[src/rtl/bridge_pkg.sv]
// Shared definitions for the CPU-to-peripheral bridge: FSM encodings and bus constants.
package bridge_pkg;

   typedef enum logic [1:0] {
      ST_IDLE   = 2'd0,
      ST_ACCESS = 2'd1,
      ST_RESP   = 2'd2
   } state_t;

   localparam logic [31:0]  BUS_ERR_DATA = 32'hFFFF_FFFF;
   localparam int unsigned  HW_INT_W     = 6;

endpackage

[src/rtl/addr_decoder.sv]
// Combinational address decoder: one-hot hit over N_DEV windows (lowest index wins) plus miss flag.
module addr_decoder #(
   parameter int unsigned           N_DEV      = 2,
   parameter logic [N_DEV*32-1:0]   BASE_ADDRS = {32'h7F10, 32'h7F00},
   parameter int unsigned           WIN_BYTES  = 12
) (
   input  logic [31:0]      addr,
   output logic [N_DEV-1:0] hit,
   output logic             miss
);

   logic [N_DEV-1:0] hit_raw;

   // 33-bit compare so base+WIN_BYTES never wraps.
   for (genvar i = 0; i < N_DEV; i++) begin : g_win
      localparam logic [31:0] BASE = BASE_ADDRS[32*i +: 32];
      assign hit_raw[i] = (addr >= BASE) &&
                          ({1'b0, addr} < (33'(BASE) + 33'(WIN_BYTES)));
   end

   // Isolate the lowest set bit so overlapping windows resolve to the lower index.
   assign hit  = hit_raw & (~hit_raw + N_DEV'(1));
   assign miss = ~|hit_raw;

endmodule

[src/rtl/sys_bridge_multi.sv]
// CPU-to-peripheral bridge: decodes, forwards with ready/timeout handshake, registers the
// response, and registers the masked device IRQs into the CP0 hardware interrupt vector.
module sys_bridge_multi
   import bridge_pkg::*;
#(
   parameter int unsigned           N_DEV      = 2,
   parameter logic [N_DEV*32-1:0]   BASE_ADDRS = {32'h7F10, 32'h7F00},
   parameter int unsigned           WIN_BYTES  = 12,
   parameter int unsigned           TIMEOUT    = 16
) (
   input  logic                  clk,
   input  logic                  rst_n,
   input  logic                  cpu_req,
   input  logic [31:0]           cpu_addr,
   input  logic                  cpu_we,
   input  logic [31:0]           cpu_wdata,
   output logic                  cpu_ack,
   output logic                  cpu_err,
   output logic [31:0]           cpu_rdata,
   output logic [N_DEV-1:0]      dev_sel,
   output logic                  dev_we,
   output logic [31:0]           dev_addr,
   output logic [31:0]           dev_wdata,
   input  logic [N_DEV*32-1:0]   dev_rdata,
   input  logic [N_DEV-1:0]      dev_rdy,
   input  logic [N_DEV-1:0]      irq_in,
   input  logic [N_DEV-1:0]      irq_mask,
   input  logic                  ext_int,
   output logic [HW_INT_W-1:0]   hw_int
);

   localparam int unsigned CNT_W = (TIMEOUT > 1) ? $clog2(TIMEOUT) : 1;
   localparam logic [CNT_W-1:0] CNT_LAST = CNT_W'(TIMEOUT - 1);

   state_t              state;
   logic [CNT_W-1:0]    cnt;
   logic [N_DEV-1:0]    hit;
   logic                miss;
   logic                rdy_sel;
   logic [31:0]         rdata_sel;
   logic [HW_INT_W-1:0] hw_int_nxt;

   addr_decoder #(
      .N_DEV      (N_DEV),
      .BASE_ADDRS (BASE_ADDRS),
      .WIN_BYTES  (WIN_BYTES)
   ) u_dec (
      .addr (cpu_addr),
      .hit  (hit),
      .miss (miss)
   );

   // Only the selected device's ready and read slice matter.
   assign rdy_sel = |(dev_rdy & dev_sel);

   always_comb begin
      rdata_sel = '0;
      for (int i = 0; i < N_DEV; i++) begin
         if (dev_sel[i]) rdata_sel = rdata_sel | dev_rdata[32*i +: 32];
      end
   end

   always_comb begin
      hw_int_nxt                = '0;
      hw_int_nxt[N_DEV-1:0]     = irq_in & irq_mask;
      hw_int_nxt[N_DEV]         = ext_int;
   end

   // Bridge FSM with registered handshake and data outputs.
   always_ff @(posedge clk or negedge rst_n) begin
      if (!rst_n) begin
         state     <= ST_IDLE;
         cnt       <= '0;
         cpu_ack   <= 1'b0;
         cpu_err   <= 1'b0;
         cpu_rdata <= '0;
         dev_sel   <= '0;
         dev_we    <= 1'b0;
         dev_addr  <= '0;
         dev_wdata <= '0;
         hw_int    <= '0;
      end else begin
         hw_int  <= hw_int_nxt;
         cpu_ack <= 1'b0;
         case (state)
            ST_IDLE: begin
               if (cpu_req) begin
                  dev_addr  <= cpu_addr;
                  dev_wdata <= cpu_wdata;
                  cnt       <= '0;
                  if (miss) begin
                     state     <= ST_RESP;
                     cpu_ack   <= 1'b1;
                     cpu_err   <= 1'b1;
                     cpu_rdata <= BUS_ERR_DATA;
                  end else begin
                     state   <= ST_ACCESS;
                     dev_sel <= hit;
                     dev_we  <= cpu_we;
                  end
               end
            end
            ST_ACCESS: begin
               // Ready in the last counted cycle takes priority over the timeout.
               if (rdy_sel) begin
                  state     <= ST_RESP;
                  cpu_ack   <= 1'b1;
                  cpu_err   <= 1'b0;
                  cpu_rdata <= dev_we ? 32'h0 : rdata_sel;
                  dev_sel   <= '0;
                  dev_we    <= 1'b0;
               end else if (cnt == CNT_LAST) begin
                  state     <= ST_RESP;
                  cpu_ack   <= 1'b1;
                  cpu_err   <= 1'b1;
                  cpu_rdata <= BUS_ERR_DATA;
                  dev_sel   <= '0;
                  dev_we    <= 1'b0;
               end else begin
                  cnt <= cnt + CNT_W'(1);
               end
            end
            ST_RESP: state <= ST_IDLE;
            default: state <= ST_IDLE;
         endcase
      end
   end

endmodule

[config.mk]
export PLATFORM = sky130hd
export DESIGN_NAME = sys_bridge_multi
export DESIGN_NICKNAME = d
export VERILOG_FILES = /design/src/rtl/bridge_pkg.sv /design/src/rtl/addr_decoder.sv /design/src/rtl/sys_bridge_multi.sv
export SDC_FILE = /design/constraint.sdc
export NUM_CORES = 1
export LEC_CHECK = 0
export CAP_MARGIN = 20
export CORE_MARGIN = 4
export CORE_UTILIZATION = 44
export CTS_BUF_LIST = sky130_fd_sc_hd__clkbuf_8
export CTS_CLUSTER_DIAMETER = 50
export DETAILED_ROUTE_END_ITERATION = 16
export PLACE_DENSITY = 0.95
export SYNTH_ARGS = -nofsm -noshare
export SYNTH_HDL_FRONTEND = slang
export SYNTH_HIERARCHICAL = 1
export SYNTH_SLANG_ARGS = --single-unit
[constraint.sdc]
create_clock -name clk -period 4.13 [get_ports clk]
set_input_delay 0.826 -clock clk [delete_from_list [all_inputs] [get_ports clk]]
set_output_delay 0.826 -clock clk [all_outputs]
set_load 0.02 [all_outputs]
Yosys cells after proc, flatten, opt, wreduce, memory -nomap -nowiden --
Index checks and enable logic that the tools add are counted.
Word-level totals: register bits after elaboration 110, latch bits 0, bits in writable memories 0, ROM bits 0, input port bits 139, output and inout bits 107, logic and storage cells 77, memories 0
Cells by class: $add $sub $neg 2, multiply operators 0, divide/modulo/power cells 0, $lt $le $gt $ge 4, equality and inequality tests 8, shift operators 0, mux-type cells 37, bitwise logic cells 5, reduce and logical (&&, ||, !) cells 11
Operators by type and width (number):
- $mux 32 | 7
- $ge 32x15->1 const B | 2
- $lt 32x15->1 const B | 2
- $pmux 32 s2 | 1
- $or 32x32->32 | 1
- $mux 2 | 8
- $mux 1 | 12
- $mux 4 | 3
- $reduce_and 4->1 | 3
- $ne 2x2->1 const B | 4
- $pmux 2 s2 | 2
- $pmux 4 s2 | 1
- $and 2x2->2 | 3
- $pmux 1 s2 | 3
- $add 4x1->4 const B | 1
- $eq 4x4->1 const B | 1
- $reduce_and 2->1 | 2
- $reduce_or 2->1 | 2
- $ne 3x3->1 const B | 1
- $add 2x1->2 const B | 1
- $eq 2x1->1 const B | 1
- $logic_and 1x1->1 | 2
- $logic_not 2->1 | 1
- $ne 2x1->1 const B | 1
- other kinds (2) | 2

Longest topological paths before layout --
depth in word-level cells 8, mapped depth 7, depth with buffers taken out 5

Hierarchy --
Netlist, hierarchy kept.
By module, submodules not included:
- sys_bridge_multi | instances 1, cells each 478, area each 4677.0 sq um, sequential area each 2752.6 sq um
- addr_decoder | instances 1, cells each 16, area each 110.1 sq um, sequential area each 0.0 sq um

Worst setup path after synthesis --
Ideal clock, no wire load.
path type in2reg, start point in cpu_addr[28], end point reg cpu_rdata[10], library setup time 126 ps, arrival 2442 ps, required time 4004 ps, path slack 1561 ps, cell stages on the path 7, buffers on the path 2, cells stage by stage nor4_1 > nand4_1 > or3_1 > and2_1 > buf_2 > buf_2 > o32a_1
On the way: longest elaborated chain between the ends 5, elaborated cells on any way between the ends 9, classes of those cells order compare: 4; eq/ne: 1; reduce/logical: 4
RTL lines:
- start, declared | line sys_bridge_multi.sv:14 | input logic [31:0] cpu_addr,
- $ge 32x15->1 / $lt 32x15->1 (equally long branches) | line addr_decoder.sv:17, addr_decoder.sv:18
- $logic_and 1x1->1 | line addr_decoder.sv:17 | assign hit_raw[i] = (addr >= BASE) &&
- $reduce_or 2->1 (*) | line addr_decoder.sv:23 | assign miss = ~|hit_raw;
- $ne 2x2->1 (no source line) (*)
- $reduce_and 4->1 (no source line) (*)
- end signal, assigned | line sys_bridge_multi.sv:109 | cpu_rdata <= dev_we ? 32'h0 : rdata_sel;
- end, declared | line sys_bridge_multi.sv:19 | output logic [31:0] cpu_rdata,
Mark *: on every way between the ends. The rest lies on a longest branch, timed or not. A chain may end at the register's enable or synchronous reset.

Final worst setup path --
start point in cpu_addr[19], end point reg cpu_rdata[10]
The elaborated chain is that of the path after synthesis.

==> metrics.md <==
| Metric | Value |
|---|---|
| Status | `complete, no violations` |
| First-pass GRT wire length | `23.3 mm` |
| P_sw | `676 uW` |
| Setup TNS | `0 ns` |
| Startpoint types | `input pin` |
| Critical path peak fanout | `25` |
| H-tree depth | `3` |
| Clock transition at the registers of the reported paths | `0.10 ns` |
| Avg Inst Size Synth | `9.69 um^2` |
| Hold_buf cts | `0` |
| Vias in the first global route | `4626` |
| Commonest non-fill, non-tap cell in the layout | `clkdlybuf4s50_1` |
| Hold path cells | `2` |
| Synth warnings | `6` |
| Hold WC Path Type | `register to register` |
| Layout cells sized above 1 | `0.0444` |
| ANT cells | `0` |
| Chip Width | `112 um` |
| Switching Share | `0.270` |
| R2R setup slack | `2.17 ns` |
| Crit path largest cell delay | `0.53 ns` |
| Vias per inst | `5.19` |
| Post-synthesis register bit count | `110` |
| HP Start | `dev_addr[12]$_DFFE_PN0P_` |
| GPL Wtd Cong | `0.824` |
| Worst EP arrival | `3.31 ns` |
| IO Pins | `246` |
| RSZ-0062 raised after global routing | `false` |
| Minimum clock period | `3.08 ns` |
| Logic gate share of total power | `0.233` |
| Total gr overflow | `0` |
| Capturing point of the worst reg2reg path | `cpu_rdata[10]$_DFFE_PN0P_` |
| Pleak | `0.00328 uW` |
| Max Cap Violations | `0` |
| Setup violators final | `0` |
| Port Buffer Count | `242` |
| Clock share of power | `0.284` |
| Remaining routing DRC violations | `0` |
| CTS tree | `built` |
| Net count, final | `857` |
| Routed len/inst | `17.2 um` |
| Core area | `10500 um^2` |
| Dpl hpwl | `11.1 mm` |
| Slew Viols, Final | `0` |
| Post-route ant nets | `0` |
| Longest Clk Path Bufs | `2` |
| Wire length on met1 | `5.83 mm` |
| Critical Path RT | `4.37 ns` |
| CTS buffer count | `9` |
| Routed wl met3 | `1.52 mm` |
| Unique masters post-synth | `37` |
| Hold Vio Cnt, Final | `0` |
| Clk_lat worst skew | `0.36 ns` |
| WHS Endpoint | `dev_addr[12]$_DFFE_PN0P_` |
| TritonRoute pass-1 iters | `4` |
| Synth Instances | `494` |
| WHS | `0.481 ns` |
| Die height | `112 um` |
| Area Growth Syn to Fin | `56.0%` |
| Number of fill cells in the layout | `744` |
| Root buf cell | `clkbuf_8` |
| Largest net degree at the start of global routing | `66` |
| Commonest cells after routing, fill and taps aside | `clkdlybuf4s50_1, nand2_1, dfrtp_1` |
| Cells along the critical path | `clkdlybuf4s50_1 -> nor4b_2 -> nand2_1 -> or3_1 -> and2_1 -> buf_16 -> o32a_1` |
| FF-to-FF Start | `dev_sel[1]$_DFFE_PN0P_` |
| Die area | `12600 um^2` |
| Fmax | `325 MHz` |
| DRT iter0 DRCs | `212` |
| Seq pwr share | `0.482` |
| Slew @ Worst Pin | `0.888 ns` |
| Register area share after synthesis | `0.575` |
| PD cells | `336 nW/um^2` |
| Multi-input logic area | `1800 um^2` |
| Critical path type | `input pin to register` |
| P_int | `1830 uW` |
| Post_cts resized | `0` |
| Slowest-stage cell, CP | `nor4b_2` |
| Starting Density | `0.458` |
| Tcrit/Tclk final | `0.745` |
| Post-CTS setup buffers | `0` |
| All-Layer GR Usage | `0.228` |
| Total wire length | `14.7 mm` |
| Inst Count DP | `840` |
| Layout Utilization | `0.714` |
| CTS sink count | `110` |
| Register cell area after layout | `2750 um^2` |
| Slew headroom | `0.406` |
| Final cell count without fillers | `857` |
| Cell row count | `37` |
| Antenna violations before repair | `0` |
| Via count | `4444` |
| Met2 wire len | `7.07 mm` |
| CP Capture Type | `register` |
| Synth Cell Area | `4790 um^2` |
| Top sig layer | `met4` |
| Worst vdd ir | `0.218 mV` |
| Reg2Reg Depth | `4` |
| Layout Skew | `0.0100 ns` |
[logic make-up (layout without fill, tap and decap cells)]
group,count (synthesis),after routing,synth area share
flip-flops,110,110,0.575
multiplexers,3,3,0.00627
adder cells (fa/ha/maj),1,1,0.00261
buffers and inverters,42,267,0.0512
other,1,3,0.000783
AO/OA/AOI/OAI,75,75,0.138
AND/OR/NAND/NOR,262,262,0.226
[through the flow]
step	worst slack, ns	power, uW	instance area (um^2)
final	1.05	2510	7470
after global routing	0.982	2620	7470
after CTS	0.956	2530	7420
after detailed placement	0.563	1810	7200
after global placement	0.658	1790	7200
after floorplan	1.56	1440	4790
[layer usage]
metal  GRT usage  vias up
li1            -     2106
met1       0.272     2104
met2       0.385      210
met3      0.0792       24
met4      0.0761        0
met5           0        -
[power by group through the flow]
stage	Sequential (uW)	Clock, uW	Combinational [uW]
floorplan	1330	0	110
global placement	1220	0	570
detailed placement	1230	0	583
CTS	1210	736	586
global route	1220	776	625
finish	1210	713	585
[worst max path at each step]
stage,start,end,slack [ns]
floorplan,cpu_addr[28],cpu_rdata[10]$_DFFE_PN0P_,1.56
CTS,cpu_addr[19],cpu_rdata[20]$_DFFE_PN0P_,0.96
finish,cpu_addr[19],cpu_rdata[10]$_DFFE_PN0P_,1.05
global route,cpu_addr[19],cpu_rdata[10]$_DFFE_PN0P_,0.98
global placement,cpu_addr[14],cpu_rdata[8]$_DFFE_PN0P_,0.66
detailed placement,cpu_addr[19],cpu_rdata[10]$_DFFE_PN0P_,0.56
[critical path, delay by kind of cell]
family	cells	cell delay [ns]
simple gates	4	1.44
buf+inv	2	0.69
compound gates	1	0.35
[cells in the mapped netlist, drive strengths merged]
cell       n  area, um^2
nor4       2        12.5
nor3       4        20.0
conb       1        3.75
a21oi      1        16.3
nand3b     1        7.51
o21ai      4        20.0
and3       1        6.26
nor2      35         131
and4       1        8.76
o32a      32         320
o2bb2ai    3        26.3
nand4      3        18.8
nor3b      1        12.5
and2       3        18.8
nor4b      2        30.0
nor2b      2        12.5
nand2b     2        12.5
nand2    197         739
inv        1        3.75
clkbuf    15        56.3
o31a       1        8.76
a22oi     33         262
or3b       1        8.76
ha         1        12.5
dfrtp    110        2750
mux2i      3        30.0
a31oi      1        6.26
or2        2        12.5
buf       26         185
nand3      3        15.0
and4b      1        10.0
or3        1        6.26
[layout make-up]
| type | count | area share |
|---|---|---|
| sequential | 110 | 0.369 |
| timing repair buffer | 251 | 0.337 |
| multi-input combinational | 344 | 0.241 |
| tap | 136 | 0.0228 |
| clock buffer | 11 | 0.0203 |
| clock inverter | 4 | 0.00955 |
| inverter | 1 | 0.000503 |
[flip-flops by register name (all words and copies together) (netlist names)]
register,cells
cpu_rdata,32
dev_addr,32
dev_wdata,32
cnt,4
hw_int,3
dev_sel,2
state,2
cpu_ack,1
cpu_err,1
dev_we,1
No activity file was read; power rests on OpenSTA's default activity.
